`config.mk`:
```
export PLATFORM = sky130hd
export DESIGN_NAME = id_ex_operand_stage_flat
export DESIGN_NICKNAME = d
export VERILOG_FILES = /design/src/rtl/id_ex_operand_stage_if.sv /design/src/rtl/id_ex_operand_stage.sv /design/src/flat_wrapper.sv
export SDC_FILE = /design/constraint.sdc
export NUM_CORES = 1
export LEC_CHECK = 0
export BUFFER_PORTS_ARGS = -buffer_cell sky130_fd_sc_hd__buf_2
export CORE_AREA = 2 2 227 229
export CTS_CLUSTER_SIZE = 8
export DETAILED_ROUTE_END_ITERATION = 10
export DIE_AREA = 0 0 229 231
export PLACE_DENSITY_LB_ADDON = 0.1
export SYNTH_ARGS = -nofsm -noshare
export SYNTH_HDL_FRONTEND = slang
export SYNTH_SLANG_ARGS = --single-unit
```
`constraint.sdc`:
```
create_clock -name clk -period 1.92 [get_ports clk]
set_input_delay 0.288 -clock clk [delete_from_list [all_inputs] [get_ports clk]]
set_output_delay 0.288 -clock clk [all_outputs]
set_load 0.01 [all_outputs]
```
`src/rtl/id_ex_operand_stage_if.sv`:
```
// ID/EX operand stage bus: ID-side capture inputs, EX/MEM and MEM/WB forwarding
// sources, pipeline control, and the registered EX-side outputs.
interface id_ex_operand_stage_if #(
  parameter int DATA_W = 64,
  parameter int REG_AW = 5,
  parameter int CTRL_W = 8
);
  logic              id_valid;
  logic [REG_AW-1:0] id_rn;
  logic [REG_AW-1:0] id_rm;
  logic [REG_AW-1:0] id_rd;
  logic [DATA_W-1:0] id_rdata1;
  logic [DATA_W-1:0] id_rdata2;
  logic [DATA_W-1:0] id_imm;
  logic [CTRL_W-1:0] id_ctrl;
  logic              id_memread;
  logic              id_regwrite;

  logic              mem_regwrite;
  logic [REG_AW-1:0] mem_rd;
  logic [DATA_W-1:0] mem_data;
  logic              wb_regwrite;
  logic [REG_AW-1:0] wb_rd;
  logic [DATA_W-1:0] wb_data;

  logic              hold;
  logic              flush;
  logic              load_use_stall;

  logic              ex_valid;
  logic              ex_memread;
  logic              ex_regwrite;
  logic [REG_AW-1:0] ex_rn;
  logic [REG_AW-1:0] ex_rm;
  logic [REG_AW-1:0] ex_rd;
  logic [DATA_W-1:0] ex_opa;
  logic [DATA_W-1:0] ex_opb;
  logic [DATA_W-1:0] ex_imm;
  logic [CTRL_W-1:0] ex_ctrl;

  modport master (
    output id_valid, id_rn, id_rm, id_rd, id_rdata1, id_rdata2, id_imm, id_ctrl,
           id_memread, id_regwrite, mem_regwrite, mem_rd, mem_data,
           wb_regwrite, wb_rd, wb_data, hold, flush,
    input  load_use_stall, ex_valid, ex_memread, ex_regwrite, ex_rn, ex_rm, ex_rd,
           ex_opa, ex_opb, ex_imm, ex_ctrl
  );

  modport slave (
    input  id_valid, id_rn, id_rm, id_rd, id_rdata1, id_rdata2, id_imm, id_ctrl,
           id_memread, id_regwrite, mem_regwrite, mem_rd, mem_data,
           wb_regwrite, wb_rd, wb_data, hold, flush,
    output load_use_stall, ex_valid, ex_memread, ex_regwrite, ex_rn, ex_rm, ex_rd,
           ex_opa, ex_opb, ex_imm, ex_ctrl
  );
endinterface

```
`src/rtl/id_ex_operand_stage.sv`:
```
// ID/EX pipeline register with EX/MEM + MEM/WB operand forwarding and load-use bubbles.
// Optional WB_BYPASS_EN: latch same-cycle writeback data instead of stale regfile reads.
module id_ex_operand_stage #(
  parameter int DATA_W   = 64,
  parameter int REG_AW   = 5,
  parameter int CTRL_W   = 8,
  parameter int ZERO_REG = 31
) (
  input  logic                  clk,
  input  logic                  reset,
  id_ex_operand_stage_if.slave  bus
);
  localparam logic [REG_AW-1:0] ZR = REG_AW'(ZERO_REG);

  typedef struct packed {
    logic              valid;
    logic              memread;
    logic              regwrite;
    logic [REG_AW-1:0] rn;
    logic [REG_AW-1:0] rm;
    logic [REG_AW-1:0] rd;
    logic [DATA_W-1:0] opa;
    logic [DATA_W-1:0] opb;
    logic [DATA_W-1:0] imm;
    logic [CTRL_W-1:0] ctrl;
  } stage_t;

  stage_t stage_q, stage_d, bubble;
  logic   stall;
  logic [DATA_W-1:0] cap_opa, cap_opb;

  always_comb begin
    bubble    = '0;
    bubble.rd = ZR;
  end

  // Load-use hazard: only the registered EX load and the live ID indices matter.
  assign stall = bus.id_valid & stage_q.valid & stage_q.memread & (stage_q.rd != ZR) &
                 ((stage_q.rd == bus.id_rn) | (stage_q.rd == bus.id_rm));

`ifdef WB_BYPASS_EN
  always_comb begin
    cap_opa = bus.id_rdata1;
    cap_opb = bus.id_rdata2;
    if (bus.wb_regwrite && bus.wb_rd == bus.id_rn && bus.id_rn != ZR) cap_opa = bus.wb_data;
    if (bus.wb_regwrite && bus.wb_rd == bus.id_rm && bus.id_rm != ZR) cap_opb = bus.wb_data;
  end
`else
  assign cap_opa = bus.id_rdata1;
  assign cap_opb = bus.id_rdata2;
`endif

  // NOTE: every field gets a value on every path (defaulted first), so no latch is inferred.
  always_comb begin
    stage_d = stage_q;
    if (bus.flush) begin
      stage_d = bubble;
    end else if (bus.hold) begin
      stage_d = stage_q;
    end else if (stall) begin
      stage_d = bubble;
    end else begin
      stage_d.valid    = bus.id_valid;
      stage_d.memread  = bus.id_memread;
      stage_d.regwrite = bus.id_regwrite;
      stage_d.rn       = bus.id_rn;
      stage_d.rm       = bus.id_rm;
      stage_d.rd       = bus.id_rd;
      stage_d.opa      = cap_opa;
      stage_d.opb      = cap_opb;
      stage_d.imm      = bus.id_imm;
      stage_d.ctrl     = bus.id_ctrl;
    end
  end

  // NOTE: state updates use non-blocking assignment; reset is sampled on the clock edge only.
  always_ff @(posedge clk) begin
    if (!reset) stage_q <= bubble;
    else        stage_q <= stage_d;
  end

  function automatic logic [DATA_W-1:0] fwd(
    input logic [REG_AW-1:0] idx,
    input logic [DATA_W-1:0] latched,
    input logic              mem_we,
    input logic [REG_AW-1:0] mem_rd,
    input logic [DATA_W-1:0] mem_data,
    input logic              wb_we,
    input logic [REG_AW-1:0] wb_rd,
    input logic [DATA_W-1:0] wb_data
  );
    if (idx == ZR)                    return latched;
    else if (mem_we && mem_rd == idx) return mem_data;
    else if (wb_we && wb_rd == idx)   return wb_data;
    else                              return latched;
  endfunction

  assign bus.ex_opa = fwd(stage_q.rn, stage_q.opa, bus.mem_regwrite, bus.mem_rd, bus.mem_data,
                          bus.wb_regwrite, bus.wb_rd, bus.wb_data);
  assign bus.ex_opb = fwd(stage_q.rm, stage_q.opb, bus.mem_regwrite, bus.mem_rd, bus.mem_data,
                          bus.wb_regwrite, bus.wb_rd, bus.wb_data);

  assign bus.load_use_stall = stall;
  assign bus.ex_valid       = stage_q.valid;
  assign bus.ex_memread     = stage_q.memread;
  assign bus.ex_regwrite    = stage_q.regwrite;
  assign bus.ex_rn          = stage_q.rn;
  assign bus.ex_rm          = stage_q.rm;
  assign bus.ex_rd          = stage_q.rd;
  assign bus.ex_imm         = stage_q.imm;
  assign bus.ex_ctrl        = stage_q.ctrl;
endmodule

```
`src/flat_wrapper.sv`:
```
// flat-port wrapper written by rule: the top's interface ports become plain ports
module id_ex_operand_stage_flat 
#(
  parameter int DATA_W   = 64,
  parameter int REG_AW   = 5,
  parameter int CTRL_W   = 8,
  parameter int ZERO_REG = 31
)
  (clk, reset, bus_id_valid, bus_id_rn, bus_id_rm, bus_id_rd, bus_id_rdata1, bus_id_rdata2, bus_id_imm, bus_id_ctrl, bus_id_memread, bus_id_regwrite, bus_mem_regwrite, bus_mem_rd, bus_mem_data, bus_wb_regwrite, bus_wb_rd, bus_wb_data, bus_hold, bus_flush, bus_load_use_stall, bus_ex_valid, bus_ex_memread, bus_ex_regwrite, bus_ex_rn, bus_ex_rm, bus_ex_rd, bus_ex_opa, bus_ex_opb, bus_ex_imm, bus_ex_ctrl);
  id_ex_operand_stage_if #(.DATA_W(DATA_W), .REG_AW(REG_AW), .CTRL_W(CTRL_W)) bus_i ();
  input  logic clk;
  input  logic reset;
  input wire logic [$bits(bus_i.id_valid)-1:0] bus_id_valid;
  input wire logic [$bits(bus_i.id_rn)-1:0] bus_id_rn;
  input wire logic [$bits(bus_i.id_rm)-1:0] bus_id_rm;
  input wire logic [$bits(bus_i.id_rd)-1:0] bus_id_rd;
  input wire logic [$bits(bus_i.id_rdata1)-1:0] bus_id_rdata1;
  input wire logic [$bits(bus_i.id_rdata2)-1:0] bus_id_rdata2;
  input wire logic [$bits(bus_i.id_imm)-1:0] bus_id_imm;
  input wire logic [$bits(bus_i.id_ctrl)-1:0] bus_id_ctrl;
  input wire logic [$bits(bus_i.id_memread)-1:0] bus_id_memread;
  input wire logic [$bits(bus_i.id_regwrite)-1:0] bus_id_regwrite;
  input wire logic [$bits(bus_i.mem_regwrite)-1:0] bus_mem_regwrite;
  input wire logic [$bits(bus_i.mem_rd)-1:0] bus_mem_rd;
  input wire logic [$bits(bus_i.mem_data)-1:0] bus_mem_data;
  input wire logic [$bits(bus_i.wb_regwrite)-1:0] bus_wb_regwrite;
  input wire logic [$bits(bus_i.wb_rd)-1:0] bus_wb_rd;
  input wire logic [$bits(bus_i.wb_data)-1:0] bus_wb_data;
  input wire logic [$bits(bus_i.hold)-1:0] bus_hold;
  input wire logic [$bits(bus_i.flush)-1:0] bus_flush;
  output wire logic [$bits(bus_i.load_use_stall)-1:0] bus_load_use_stall;
  output wire logic [$bits(bus_i.ex_valid)-1:0] bus_ex_valid;
  output wire logic [$bits(bus_i.ex_memread)-1:0] bus_ex_memread;
  output wire logic [$bits(bus_i.ex_regwrite)-1:0] bus_ex_regwrite;
  output wire logic [$bits(bus_i.ex_rn)-1:0] bus_ex_rn;
  output wire logic [$bits(bus_i.ex_rm)-1:0] bus_ex_rm;
  output wire logic [$bits(bus_i.ex_rd)-1:0] bus_ex_rd;
  output wire logic [$bits(bus_i.ex_opa)-1:0] bus_ex_opa;
  output wire logic [$bits(bus_i.ex_opb)-1:0] bus_ex_opb;
  output wire logic [$bits(bus_i.ex_imm)-1:0] bus_ex_imm;
  output wire logic [$bits(bus_i.ex_ctrl)-1:0] bus_ex_ctrl;
  assign bus_i.id_valid = bus_id_valid;
  assign bus_i.id_rn = bus_id_rn;
  assign bus_i.id_rm = bus_id_rm;
  assign bus_i.id_rd = bus_id_rd;
  assign bus_i.id_rdata1 = bus_id_rdata1;
  assign bus_i.id_rdata2 = bus_id_rdata2;
  assign bus_i.id_imm = bus_id_imm;
  assign bus_i.id_ctrl = bus_id_ctrl;
  assign bus_i.id_memread = bus_id_memread;
  assign bus_i.id_regwrite = bus_id_regwrite;
  assign bus_i.mem_regwrite = bus_mem_regwrite;
  assign bus_i.mem_rd = bus_mem_rd;
  assign bus_i.mem_data = bus_mem_data;
  assign bus_i.wb_regwrite = bus_wb_regwrite;
  assign bus_i.wb_rd = bus_wb_rd;
  assign bus_i.wb_data = bus_wb_data;
  assign bus_i.hold = bus_hold;
  assign bus_i.flush = bus_flush;
  assign bus_load_use_stall = bus_i.load_use_stall;
  assign bus_ex_valid = bus_i.ex_valid;
  assign bus_ex_memread = bus_i.ex_memread;
  assign bus_ex_regwrite = bus_i.ex_regwrite;
  assign bus_ex_rn = bus_i.ex_rn;
  assign bus_ex_rm = bus_i.ex_rm;
  assign bus_ex_rd = bus_i.ex_rd;
  assign bus_ex_opa = bus_i.ex_opa;
  assign bus_ex_opb = bus_i.ex_opb;
  assign bus_ex_imm = bus_i.ex_imm;
  assign bus_ex_ctrl = bus_i.ex_ctrl;
  id_ex_operand_stage #(.DATA_W(DATA_W), .REG_AW(REG_AW), .CTRL_W(CTRL_W), .ZERO_REG(ZERO_REG)) u_core (.clk(clk), .reset(reset), .bus(bus_i));
endmodule
```
==> impl_summary.md, run 1 <==
Clock tree
The TritonCTS clock tree is done. The cell at the root of the clock tree is sky130_fd_sc_hd__clkbuf_16. The clock-pin slew reported for the worst setup and hold paths after clock tree synthesis is 0.05 ns. The TritonCTS sink count is 218. The clock passes through at most 3 buffers.

The CTS buffer count is 34. The CTS H-tree depth is 2. The clock latency of the later-clocked register in the worst-skew pair is 0.53 ns.

Synthesis
The xor/xnor share of the synthesized area is 2.66%. The post-synthesis net count is 1308. Synthesis produced a netlist whose cell count is 946.

The count of yosys warnings during synthesis is 0. The share of the synthesized area in compound gates (AO/OA/AOI/OAI) is between 30% and 40%. After synthesis the netlist holds a flip-flop and latch count of 218. The area of the mapped netlist is 9880 um^2. The simple-gate share of the synthesized area is under 10%. Of the synthesized area, sequential elements account for 44.2%. After synthesis, the largest family of logic cells by area is compound AO/OA/AOI/OAI gates.

In the synthesized netlist, mux cells make up 0% of the area. The number of library cell types mapped by synthesis is 29. In the synthesized netlist the dominant register cell turns out to be sky130_fd_sc_hd__dfxtp_1. Yosys mapped a number of flops with a built-in enable equal to 0.

The share of synthesized cell area in full adder, half adder and majority cells is 0%. Averaged over all synthesized cells, the footprint is 10.4 um^2. After synthesis, the share of flip-flops with an asynchronous set or reset is 0%.

Global routing
The pin count of the biggest net entering global routing is 47. The initial antenna violation count is 12. The total congestion overflow is 0. Global routing consumed, over all layers together, 19.7% of the routing resources. The first-pass GRT wire length is 78300 um. The number of global-route vias before repair is 11972.

Route
Dividing the detail-routed via count by the number of cells gives 4.71. The number of search-and-repair iterations in the first detailed-routing pass is 4. For this block, the initial DRC count from the detailed router was 529. The count of nets left with antenna violations once routing finished came out at 0. The vias after detailed routing is roughly 12000.

Summed over all layers, the routed wires come to 60600 um. The post-route DRC violation count is 0. Dividing the detail-routed wire length by the instance count gives 24.5 um.

Power and ir drop
Per report_power, the sequential group accounts for between 30 and 40% of the total. Net switching is a little over a quarter of the power. Summed over all nets, the switching power comes to ~3.4 mW. IR analysis of the VDD net gives a maximum drop of ~0.53 mV.

The static leakage is around 9.1 nW. The internal power of the cells totals about 9.5 mW. Power spread over the standard cell area amounts to 631 nW/um^2. The clock network fraction of total power is 43.3%.

The proportion of power drawn by combinational gates is 19.8%.

Final layout
The number of nets in the finished design is 2143. Relative to the synthesized area, the layout overhead comes to 108%. Fill cells in the final layout number 5025. The fraction of final layout cells sized beyond drive strength 1 is 58.9%. The area of the multi-input gates is 6290 um^2. The final design utilization is between 40% and 50%. With fillers left out, the area of the finished cells amounts to 20600 um^2. The sequential standard cell area is 4390 um^2.

Placement
The pre-CTS setup slack is -0.750 ns. The routability congestion estimate from global placement is 0.911. The count of input and output buffers is 580. The detailed placement HPWL is 36800 um. The post-placement cell area is 14400 um^2.

Timing
The achievable frequency is 0.335 GHz. Setup violations remaining at the end of the flow were counted as 342. The post-route clock period utilization is 156%. The worst pin sits at a relative slew slack of under 10%. The final number of max-transition violations is 0.

The worst-case clock skew is between 0.02 and 0.025 ns. The final number of hold-violating endpoints is 0. Setup repair after global routing could not meet its margin everywhere. The minimum setup slack in the final design is -1.07 ns. The smallest clock period supported by the final layout is computed as 2.99 ns.

On the final layout, the worst hold slack is 0.0374 ns. The slew at the pin closest to its max-slew limit is about 1.4 ns.

Floorplanning
The y dimension of the die is between 200 and 250 um. Once the floorplan was initialized, standard cells occupied approximately a fifth of the core. The floorplan step set the die width to around 230 um. The floorplan die area is 52900 um^2.

581 I/O pins were placed. The core region is approximately 50000 um^2. The count of standard-cell rows is between 80 and 90.

Outcome
The flow ran to the end, but the final reports show violations. The final reports fail on negative setup slack.

Critical path
Among cell families on the critical path, the largest total delay comes from buffers and inverters. STA puts the critical path data required time at 1.63 ns. The critical path is of the flop to output port type. The signal on the critical path passes through xnor2_1, nand4_1, or3_4, a21boi_4, buf_12, buf_12, buf_12, buf_16, a2bb2oi_2, buf_2. The delay of the slowest cell on the worst path is 0.47 ns. The startpoint type of the worst setup path is a flop.

On the critical path, the stage with the largest delay is an instance of sky130_fd_sc_hd__or3_4. The cell repeated most along the worst path is sky130_fd_sc_hd__buf_12. STA puts the critical path data arrival time at 2.70 ns.

Of all nets on the critical path, the largest fanout is 8. The type of destination of the critical path is an output port. The sum of buffers and inverters on the critical path is 5.

Run
The max-cap violation count is 0.

Worst hold path
The class of the most critical hold timing path is input pin to flop.
[per-layer routing]
layer | share of wire [%] | global-route usage [%] | vias up
li1 | - | - | 5409
met1 | 42 | 23.4 | 5685
met5 | 0.11 | 0 | -
met2 | 49 | 34.5 | 463
met3 | 5.5 | 4.57 | 102
met4 | 2.8 | 7.04 | 10
[worst register-to-register path, delay by kind of cell (launching register included)]
kind | cells | cell delay [ns]
AOI/OAI and AO/OA | 3 | 0.86
xor gates and xnor gates | 1 | 0.14
buffers and inverters | 4 | 0.60
DFF | 1 | 0.33
and+or+nand+nor | 1 | 0.12
[metrics by stage]
stage | instances | total power [mW] | TNS (ns)
after floorplan | 946 | 5.68 | -6.58
after detailed placement | 2129 | 6.56 | -87.35
after global placement | 2129 | 6.55 | -81.64
after CTS | 2417 | 12.9 | -144.15
after global routing | 2475 | 13.5 | -191.00
final | 2475 | 13.0 | -156.74
[power by group through the flow]
stage | clock network (mW) | logic, mW | registers (mW)
after floorplan | 0 | 0.829 | 4.85
after global placement | 0 | 1.67 | 4.88
after detailed placement | 0 | 1.68 | 4.88
after CTS | 5.82 | 2.25 | 4.79
after global routing | 5.97 | 2.71 | 4.81
final | 5.62 | 2.57 | 4.80
[flip-flops by register name, indices dropped and copies added (netlist names)]
register	cells
u_core.bus.ex_regwrite	1
u_core.bus.ex_memread	1
u_core.bus.ex_rn	5
u_core.bus.ex_rd	5
u_core.stage_q	128
u_core.bus.ex_valid	1
u_core.bus.ex_imm	64
u_core.bus.ex_ctrl	8
u_core.bus.ex_rm	5
[layout make-up]
class | count | share of cell area (%)
well taps | 680 | 4.13
clock buffers | 42 | 4.58
multi-input cells | 542 | 30.6
diodes | 6 | 0.0729
clock inverters | 2 | 0.0669
inverters | 2 | 0.0365
flip-flops and latches | 218 | 21.3
repair buffers | 983 | 39.2
[worst paths after layout]
| path | cells past startpoint | to | slack (ns) | start |
|---|---|---|---|---|
| worst max-delay path | 10 | bus_ex_opb[11] | -1.07 | u_core.bus.ex_rm[0] |
| worst min register to register | 1 | u_core.bus.ex_imm[62] | 0.46 | u_core.bus.ex_imm[62] |
| worst min-delay path | 2 | u_core.bus.ex_rd[3] | 0.04 | bus_id_rd[3] |
| worst max register to register | 9 | u_core.stage_q[195] | -0.26 | u_core.bus.ex_rd[1] |
[cells by family (layout without fill, tap and decap cells)]
family / count (synthesis) / after routing
compound gates: 480 / 485
flops: 218 / 218
buf+inv: 191 / 1029
xor+xnor: 30 / 30
simple gates: 27 / 27
other cells: 0 / 6
[Yosys cell counts (3+ instances only)]
cell,number,area [um^2]
sky130_fd_sc_hd__dfxtp_1,218,4360
sky130_fd_sc_hd__a2bb2oi_1,126,1100
sky130_fd_sc_hd__nand3_1,4,20.0
sky130_fd_sc_hd__a22o_1,213,1870
sky130_fd_sc_hd__o32a_1,5,50.1
sky130_fd_sc_hd__xor2_1,20,175
sky130_fd_sc_hd__nand2_1,5,18.8
sky130_fd_sc_hd__o22ai_1,128,801
sky130_fd_sc_hd__nor3_1,3,15.0
sky130_fd_sc_hd__buf_2,18,90.1
sky130_fd_sc_hd__buf_1,12,45.0
sky130_fd_sc_hd__and2_1,3,18.8
sky130_fd_sc_hd__buf_4,87,653
sky130_fd_sc_hd__xnor2_1,10,87.6
sky130_fd_sc_hd__nor2_1,3,11.3
sky130_fd_sc_hd__buf_6,19,214
sky130_fd_sc_hd__clkbuf_1,53,199
[timing repair]
item / CTS / global route
hold endpoints to repair: 210 / 0
cloned: 13 / 37
hold buffers: 210 / 0
pin swaps: 37 / 221
setup endpoints to repair: 336 / 342
gates resized for setup: 154 / 160
setup buffers: 21 / 23
[cells in the final DEF (no fill, tap or decap), drive strengths merged, types with 2 or more instances in the layout]
| master | Yosys | final |
|---|---|---|
| a21boi | 2 | 2 |
| a22o | 213 | 213 |
| a2bb2oi | 126 | 126 |
| and2 | 3 | 3 |
| and3 | 2 | 2 |
| buf | 136 | 750 |
| clkbuf | 53 | 65 |
| dfxtp | 218 | 218 |
| diode | 0 | 6 |
| dlygate4sd3 | 0 | 210 |
| inv | 2 | 3 |
| nand2 | 5 | 5 |
| nand3 | 4 | 4 |
| nand4 | 2 | 2 |
| nor2 | 3 | 3 |
| nor3 | 3 | 3 |
| nor4 | 2 | 2 |
| o22ai | 128 | 128 |
| o2bb2a | 2 | 2 |
| o311a | 1 | 6 |
| o311ai | 2 | 2 |
| o32a | 5 | 5 |
| or3 | 2 | 2 |
| xnor2 | 10 | 10 |
| xor2 | 20 | 20 |
(Power assumes the default switching activity.)
==> run 2: changes to the inputs <==
--- a/config.mk
+++ b/config.mk
@@ -7,3 +7,3 @@
 export LEC_CHECK = 0
-export BUFFER_PORTS_ARGS = -buffer_cell sky130_fd_sc_hd__buf_2
+export BUFFER_PORTS_ARGS = -buffer_cell sky130_fd_sc_hd__buf_4
 export CORE_AREA = 2 2 227 229
@@ -13,2 +13,3 @@
 export PLACE_DENSITY_LB_ADDON = 0.1
+export SKIP_LAST_GASP = 1
 export SYNTH_ARGS = -nofsm -noshare
--- a/constraint.sdc
+++ b/constraint.sdc
@@ -3,2 +3,2 @@
 set_output_delay 0.288 -clock clk [all_outputs]
-set_load 0.01 [all_outputs]
+set_load 0.005 [all_outputs]
==> run 2 against run 1 <==
The flow still finishes with violations (negative setup slack). Sequential share of layout area decreased by 1.2 points. Clock skew is 0.0087 ns lower. Via count rose by 0.30%. Register-to-register slack better by 0.06 ns. Critical path depth is 1 higher. Flip-flop and latch count unchanged. First-iteration DRC count shrank 11%. Final cell count decreased by 0.44%. Worst hold slack better by 0.0035 ns. Final area is 5.6% higher. Global-route usage up 1.2 points. Clock power barely moved. Critical path type unchanged. Critical endpoint is now bus_ex_opa[4].
==> impl_summary.md, run 2 (same netlist as run 1, synthesis figures left out) <==
Outcome
The final reports fail on negative setup slack. The run finished, with violations left.

Timing
The minimum setup slack in the final design is -1.01 ns. The clock arrives with ~0.012 ns of skew. The final number of max-transition violations came to 0. The slew at the pin closest to its max-slew limit is 0.577 ns. The final number of hold-violating endpoints came to 0. Setup repair after global routing could not meet its margin everywhere. The max-slew headroom at the worst pin is 61.5%.

The post-route clock period utilization is 153%. After layout, the minimum clock period comes to 2.93 ns. The final count of negative-setup-slack endpoints is 332. The achievable frequency is 0.341 GHz. In the final timing run, aggregate negative setup slack is -138.60 ns.

Route
In this run the remaining antenna-violating nets after routing total 0. The number of DRC markers after the initial detailed-route iteration is about 470. The post-route DRC violation count is 0. Using the TritonRoute via totals, the vias-per-cell ratio works out to 4.75. The routed layout has 11704 vias. The first detailed-routing pass ran for 4 iterations. The average wire length per cell after detail routing is 24.8 um. Summed over all layers, the routed wires come to 61100 um.

Power and ir drop
Power spread over the standard cell area amounts to 608 nW/um^2. The final total power is 13.2 mW. The static leakage is 9.33 nW. The worst-case IR drop observed on VDD is 0.512 mV.

Critical path
The startpoint type of the worst setup path is a flop. The critical path required time is roughly 1.6 ns. The worst setup path is captured at an output port. The critical path is of the flop to output port type. The biggest fanout along the worst timing path is 5.

Data arrives at the worst endpoint at ~2.6 ns.

Final layout
u_core.stage_q holds more flip-flops than any other register. The fraction of final layout cells sized beyond drive strength 1 is 59.4%. Leaving out fill and tap cells, the most frequent cell in the layout is sky130_fd_sc_hd__buf_4. The number of nets in the finished design is 2135. The register with the most flip-flops in the layout has roughly 130 of them. Relative to the synthesized area, the layout overhead comes to 120%. Once layout is complete, the cells apart from fillers number 2464. Leaving out fill and tap cells, the most frequent cells in the layout are 630 x sky130_fd_sc_hd__buf_4, 213 x sky130_fd_sc_hd__a22o_1, 210 x sky130_fd_sc_hd__dlygate4sd3_1.

Placement
The routability congestion estimate from global placement is 0.875. The detailed placement HPWL is 39500 um. The count of input and output buffers is 580. Including well taps, the total number of placed cells is around 2100.

Floorplanning
The number of ports placed on the die boundary is just under 600. The die covers about 53000 um^2. The y dimension of the die is 231 um. The core region is 50700 um^2. From left edge to right edge, the die measures between 200 and 250 um.

The floorplan has 83 rows. The initial utilization of the core area, before any placement, comes to 19.5%.

Global routing
Entering global routing, the biggest net connects 45 pins. The number of global-route vias before repair is 12149. The initial antenna violation count was 4. The total congestion overflow is 0. The first global-routing pass estimated 82500 um of wire. The overall routing resource usage is 20.8%.

Clock tree
The H-tree generated during clock tree synthesis spans 2 levels. The clock net in this run drives a total of 218 sinks. The CTS buffer count is 34. The longest clock path from root to sink contains 3 buffers.

The clock-pin slew reported for the worst setup and hold paths after clock tree synthesis is 0.05 ns. The cell at the root of the clock tree is sky130_fd_sc_hd__clkbuf_16. At the later pin of the worst-skew pair, clock insertion delay measures 0.53 ns. TritonCTS built the clock tree.

Run
Across the run, the number of max-cap violations was 0.

Worst hold path
The class of the most critical hold timing path is input pin to flop.
-- run 2: final cells by class --
class,count,area [um^2]
Multi-Input combinational cell,541,6270
Timing Repair Buffer,976,9250
Fill cell,4896,28900
Tap cell,680,851
Inverter,2,7.51
Clock inverter,2,13.8
Clock buffer,41,951
Sequential cell,218,4380
Antenna cell,4,10.0
-- run 2: where the power goes --
group	total [mW]	leakage, nW	internal, mW	switching (mW)
Combinational	2.77	7.08	1.73	1.04
Clock	5.63	0.475	3.43	2.20
Sequential	4.81	1.78	4.69	0.120
-- run 2: path summary, 6_finish.rpt --
| check | start | end | slack [ns] | depth (start not counted) |
|---|---|---|---|---|
| setup / recovery | u_core.bus.ex_rn[1] | bus_ex_opa[4] | -1.01 | 11 |
| hold / removal | bus_id_rd[2] | u_core.bus.ex_rd[2] | 0.04 | 2 |
| setup reg to reg | u_core.bus.ex_rd[0] | u_core.bus.ex_imm[32] | -0.20 | 8 |
| hold reg to reg | u_core.bus.ex_imm[26] | u_core.bus.ex_imm[26] | 0.47 | 1 |
-- run 2: metrics by stage --
stage	setup WS [ns]	hold slack (ns)	instance area, um^2	utilization [%]
global route	-1.10	0.00858	21700	42.9
finish	-1.01	0.0408	21700	42.9
floorplan	-0.0160	0.421	9960	-
CTS	-1.04	0.00319	20000	39.5
detailed placement	-0.734	0.457	15100	29.9
global placement	-0.747	0.457	15100	29.9
-- run 2: timing repair --
item / 4_1_cts / 5_1_grt
resized for setup: 183 / 216
endpoints found under the setup margin: 342 / 342
pin swaps: 59 / 247
hold buffers: 210 / 0
endpoints found under the hold margin: 210 / 0
gates cloned: 21 / 23
buffers inserted: 31 / 17
-- run 2: worst max-delay path, stage by stage, from the launching register on --
cell and delay (ns):
sky130_fd_sc_hd__dfxtp_2 0.33, sky130_fd_sc_hd__buf_6 0.12, sky130_fd_sc_hd__xor2_2 0.14, sky130_fd_sc_hd__nor4_2 0.33
sky130_fd_sc_hd__buf_4 0.20, sky130_fd_sc_hd__nand2_4 0.06, sky130_fd_sc_hd__a21boi_4 0.18, sky130_fd_sc_hd__buf_6 0.16
sky130_fd_sc_hd__buf_12 0.14, sky130_fd_sc_hd__clkbuf_16 0.18, sky130_fd_sc_hd__a2bb2oi_2 0.13, sky130_fd_sc_hd__buf_4 0.13
-- run 2: per-layer routing --
layer	routed length [um]	GRT usage [%]	up-vias	share of wire, %
li1	-	-	5388	-
met4	1540	6.37	0	2.5
met3	3890	5.03	73	6.4
met1	25400	25.4	5774	42
met5	0	0	-	0
met2	30300	36.2	469	50
==> run 3: changes to the inputs <==
- CORE_AREA: 2 2 227 229 -> 2 2 224 226
- DIE_AREA: 0 0 229 231 -> 0 0 226 228
- clock period: 1.92 -> 2.7 ns (I/O delays scaled with it)
==> run 3 against run 2 <==
The flow still finishes with violations (negative setup slack). Combinational power is 47% lower. Sequential share of layout area increased by 4.4 points. Critical path depth fell by 1. Sequential power decreased by 29%. Utilization fell by 6.8 points.
==> impl_summary.md, run 3 (same netlist as run 1, synthesis figures left out) <==
Outcome
The flow ran to the end, but the final reports show violations. The checks that failed: negative setup slack.

Clock tree
The post-cts hold buffer count is 0. TritonCTS created 31 clock buffers. The longest clock path from root to sink contains 3 buffers. Clock-pin slew was measured on the worst setup and hold paths at 0.06 ns. The CTS H-tree depth is 1. Clock tree synthesis found a total of 218 sinks.

The TritonCTS clock tree is done. The clock latency of the later-clocked register in the worst-skew pair is 0.57 ns. The cell at the root of the clock tree is sky130_fd_sc_hd__clkbuf_16.

Route
In the final routed layout, each cell accounts on average for 24.5 um. In the routed layout, each cell is associated on average with a via count of 4.74. For this block, the routed nets add up to 53000 um of wire.

The number of DRC markers after the initial detailed-route iteration is 360. Once detail routing completed, the nets flagged for antenna violations numbered 0. The post-route DRC violation count is 0. The pre-antenna-repair detailed-routing pass consisted of 6 iterations.

The routed layout has 10246 vias.

Global routing
The first global-routing pass estimated 75000 um of wire. The number of global-route vias before repair came to between 10000 and 15000. The initial antenna violation count is 7. The overall routing resource usage is 19.5%. For this run the aggregate overflow at the end of global routing stands at 0. Entering global routing, the biggest net connects 95 pins.

Critical path
On the critical path, the stage with the largest delay is an instance of sky130_fd_sc_hd__or3_4. The worst setup path is captured at an output port. The critical path required time is roughly 2.3 ns. The signal arrival time at the worst endpoint is 2.67 ns. The category of the critical setup timing path is flop to output port. The biggest fanout along the worst timing path is 6. The signal on the critical path passes through xnor2_1, nand4_1, or3_4, a21boi_4, buf_6, buf_12, buf_12, buf_12, a2bb2oi_2, buf_4. In this design, the stage delay of the slowest critical-path cell is between 0.4 and 0.5 ns. The cell repeated most along the worst path is sky130_fd_sc_hd__buf_12. The startpoint type of the worst setup path is a flop. The count of cells along the worst register-to-register path is 7.

Final layout
The register with the most flip-flops is u_core.stage_q. Cells fill a little over a third of the core in the end. The post-route netlist has 63.7% of its cells at a drive strength greater than 1.

The area growth from synthesis to layout is 80.3%. Summing all non-filler instances in the final layout gives an area of roughly 18000 um^2. Leaving out fill and tap cells, the most frequent cell in the layout is sky130_fd_sc_hd__buf_4. Leaving out fill and tap cells, the most frequent cells in the layout are 612 x sky130_fd_sc_hd__buf_4, 213 x sky130_fd_sc_hd__a22o_1, 209 x sky130_fd_sc_hd__dfxtp_1. In the final design database the tool counted 1842 nets. The flip-flop count of the largest register, all copies and words added is ~130.

The layout has 4993 filler cells.

Placement
The routability congestion estimate from global placement is between 0.8 and 0.9. The pre-CTS setup slack is -0.175 ns. The detailed placement HPWL is 37700 um. The count of input and output buffers is 580. After detailed placement, the total cell area comes to 14800 um^2.

Power and ir drop
The maximum vdd ir drop is about 0.4 mV. The power density over the cells is 468 nW/um^2. The static leakage is around 7.7 nW. Summing internal, switching and leakage power gives 8.33 mW.

Timing
The worst pin sits at a relative slew slack of 42.6%. Timing would allow up to approximately 0.33 GHz. Setup violations remaining at the end of the flow were counted as 128.

The time the worst path needs with I/O delays and setup is about 3.1 ns. The post-route clock period utilization is 114%. The worst-case clock skew is 0.0124 ns. The final number of hold-violating endpoints came to 0.

Setup repair after global routing could not meet its margin everywhere. In the final timing run, aggregate negative setup slack is -36.55 ns. The minimum setup slack in the final design is -0.373 ns. The final number of max-transition violations is 0. The slew at the pin closest to its max-slew limit is 0.861 ns.

Floorplanning
The core box area is 49300 um^2. The count of standard-cell rows is 82. The effective utilization at floorplan is about a fifth. The floorplan step defined a die boundary enclosing 51500 um^2. The y dimension of the die is 228 um.

The number of ports placed on the die boundary is slightly below 600. In this run the horizontal extent of the chip is about 230 um.

Run
The tool flagged a number of max-cap violations equal to 0.

Worst hold path
The cell depth of the worst hold path is 2. The path class of the tightest hold or removal check is input pin to flop.
[run 3: changes by cell type in the layout (fill, tap and decap cells not counted), sizes merged]
cell / delta
dlygate4sd3: -210
inv: +1
clkbuf: -23
diode: +2
clkinv: -1
o311a: -4
buf: -60
[run 3: metal layers]
layer  up-vias  track usage [%]  part of all wire (%)  routed length (um)
met1      4978             22.1                    38               20300
met4         6             6.54                   3.3                1730
met5         -                0                 0.064                  34
met2       420             34.1                    49               26000
met3        96             6.47                   9.2                4880
li1       4746                -                     -                   -
[run 3: worst paths after layout]
check / endpoint / slack (ns) / startpoint
setup / recovery: bus_ex_opb[14] / -0.37 / u_core.bus.ex_rm[1]
hold / removal: u_core.stage_q[130] / 0.05 / bus_id_rdata2[58]
setup reg to reg: u_core.stage_q[106] / 0.50 / u_core.bus.ex_rd[2]
hold reg to reg: u_core.bus.ex_imm[53] / 0.47 / u_core.bus.ex_imm[53]
[run 3: stage by stage]
step,instances,hold slack (ns)
floorplan,946,0.436
global route,2159,0.0235
detailed placement,2083,0.458
finish,2161,0.0472
global placement,2083,0.457
CTS,2159,0.00367
[run 3: cell type report]
| type | count | area (um^2) | area share [%] |
|---|---|---|---|
| clock inverter | 2 | 13.8 | 0.0773 |
| sequential | 218 | 4380 | 24.6 |
| multi-input combinational | 537 | 5860 | 32.9 |
| clock buffer | 34 | 787 | 4.42 |
| inverter | 2 | 7.51 | 0.0421 |
| tap | 672 | 841 | 4.72 |
| timing repair buffer | 690 | 5900 | 33.2 |
| antenna | 6 | 15.0 | 0.0843 |
[run 3: power by group]
group	switching, mW	internal, mW
sequential	0.0883	3.33
clock	1.44	2.01
combinational	0.554	0.904
total	2.08	6.25
[run 3: critical path, delay by kind of cell, from the launching register on]
| family | cells | cell delay [ns] |
|---|---|---|
| xor+xnor | 1 | 0.16 |
| buf+inv | 5 | 0.64 |
| flops | 1 | 0.33 |
| simple gates | 2 | 0.61 |
| compound gates | 2 | 0.35 |
[run 3: timing repair]
item | in CTS | in global routing
resized for setup | 224 | 84
setup buffers | 32 | 3
gates cloned | 10 | 2
pin swaps | 19 | 10
setup endpoints to repair | 128 | 128
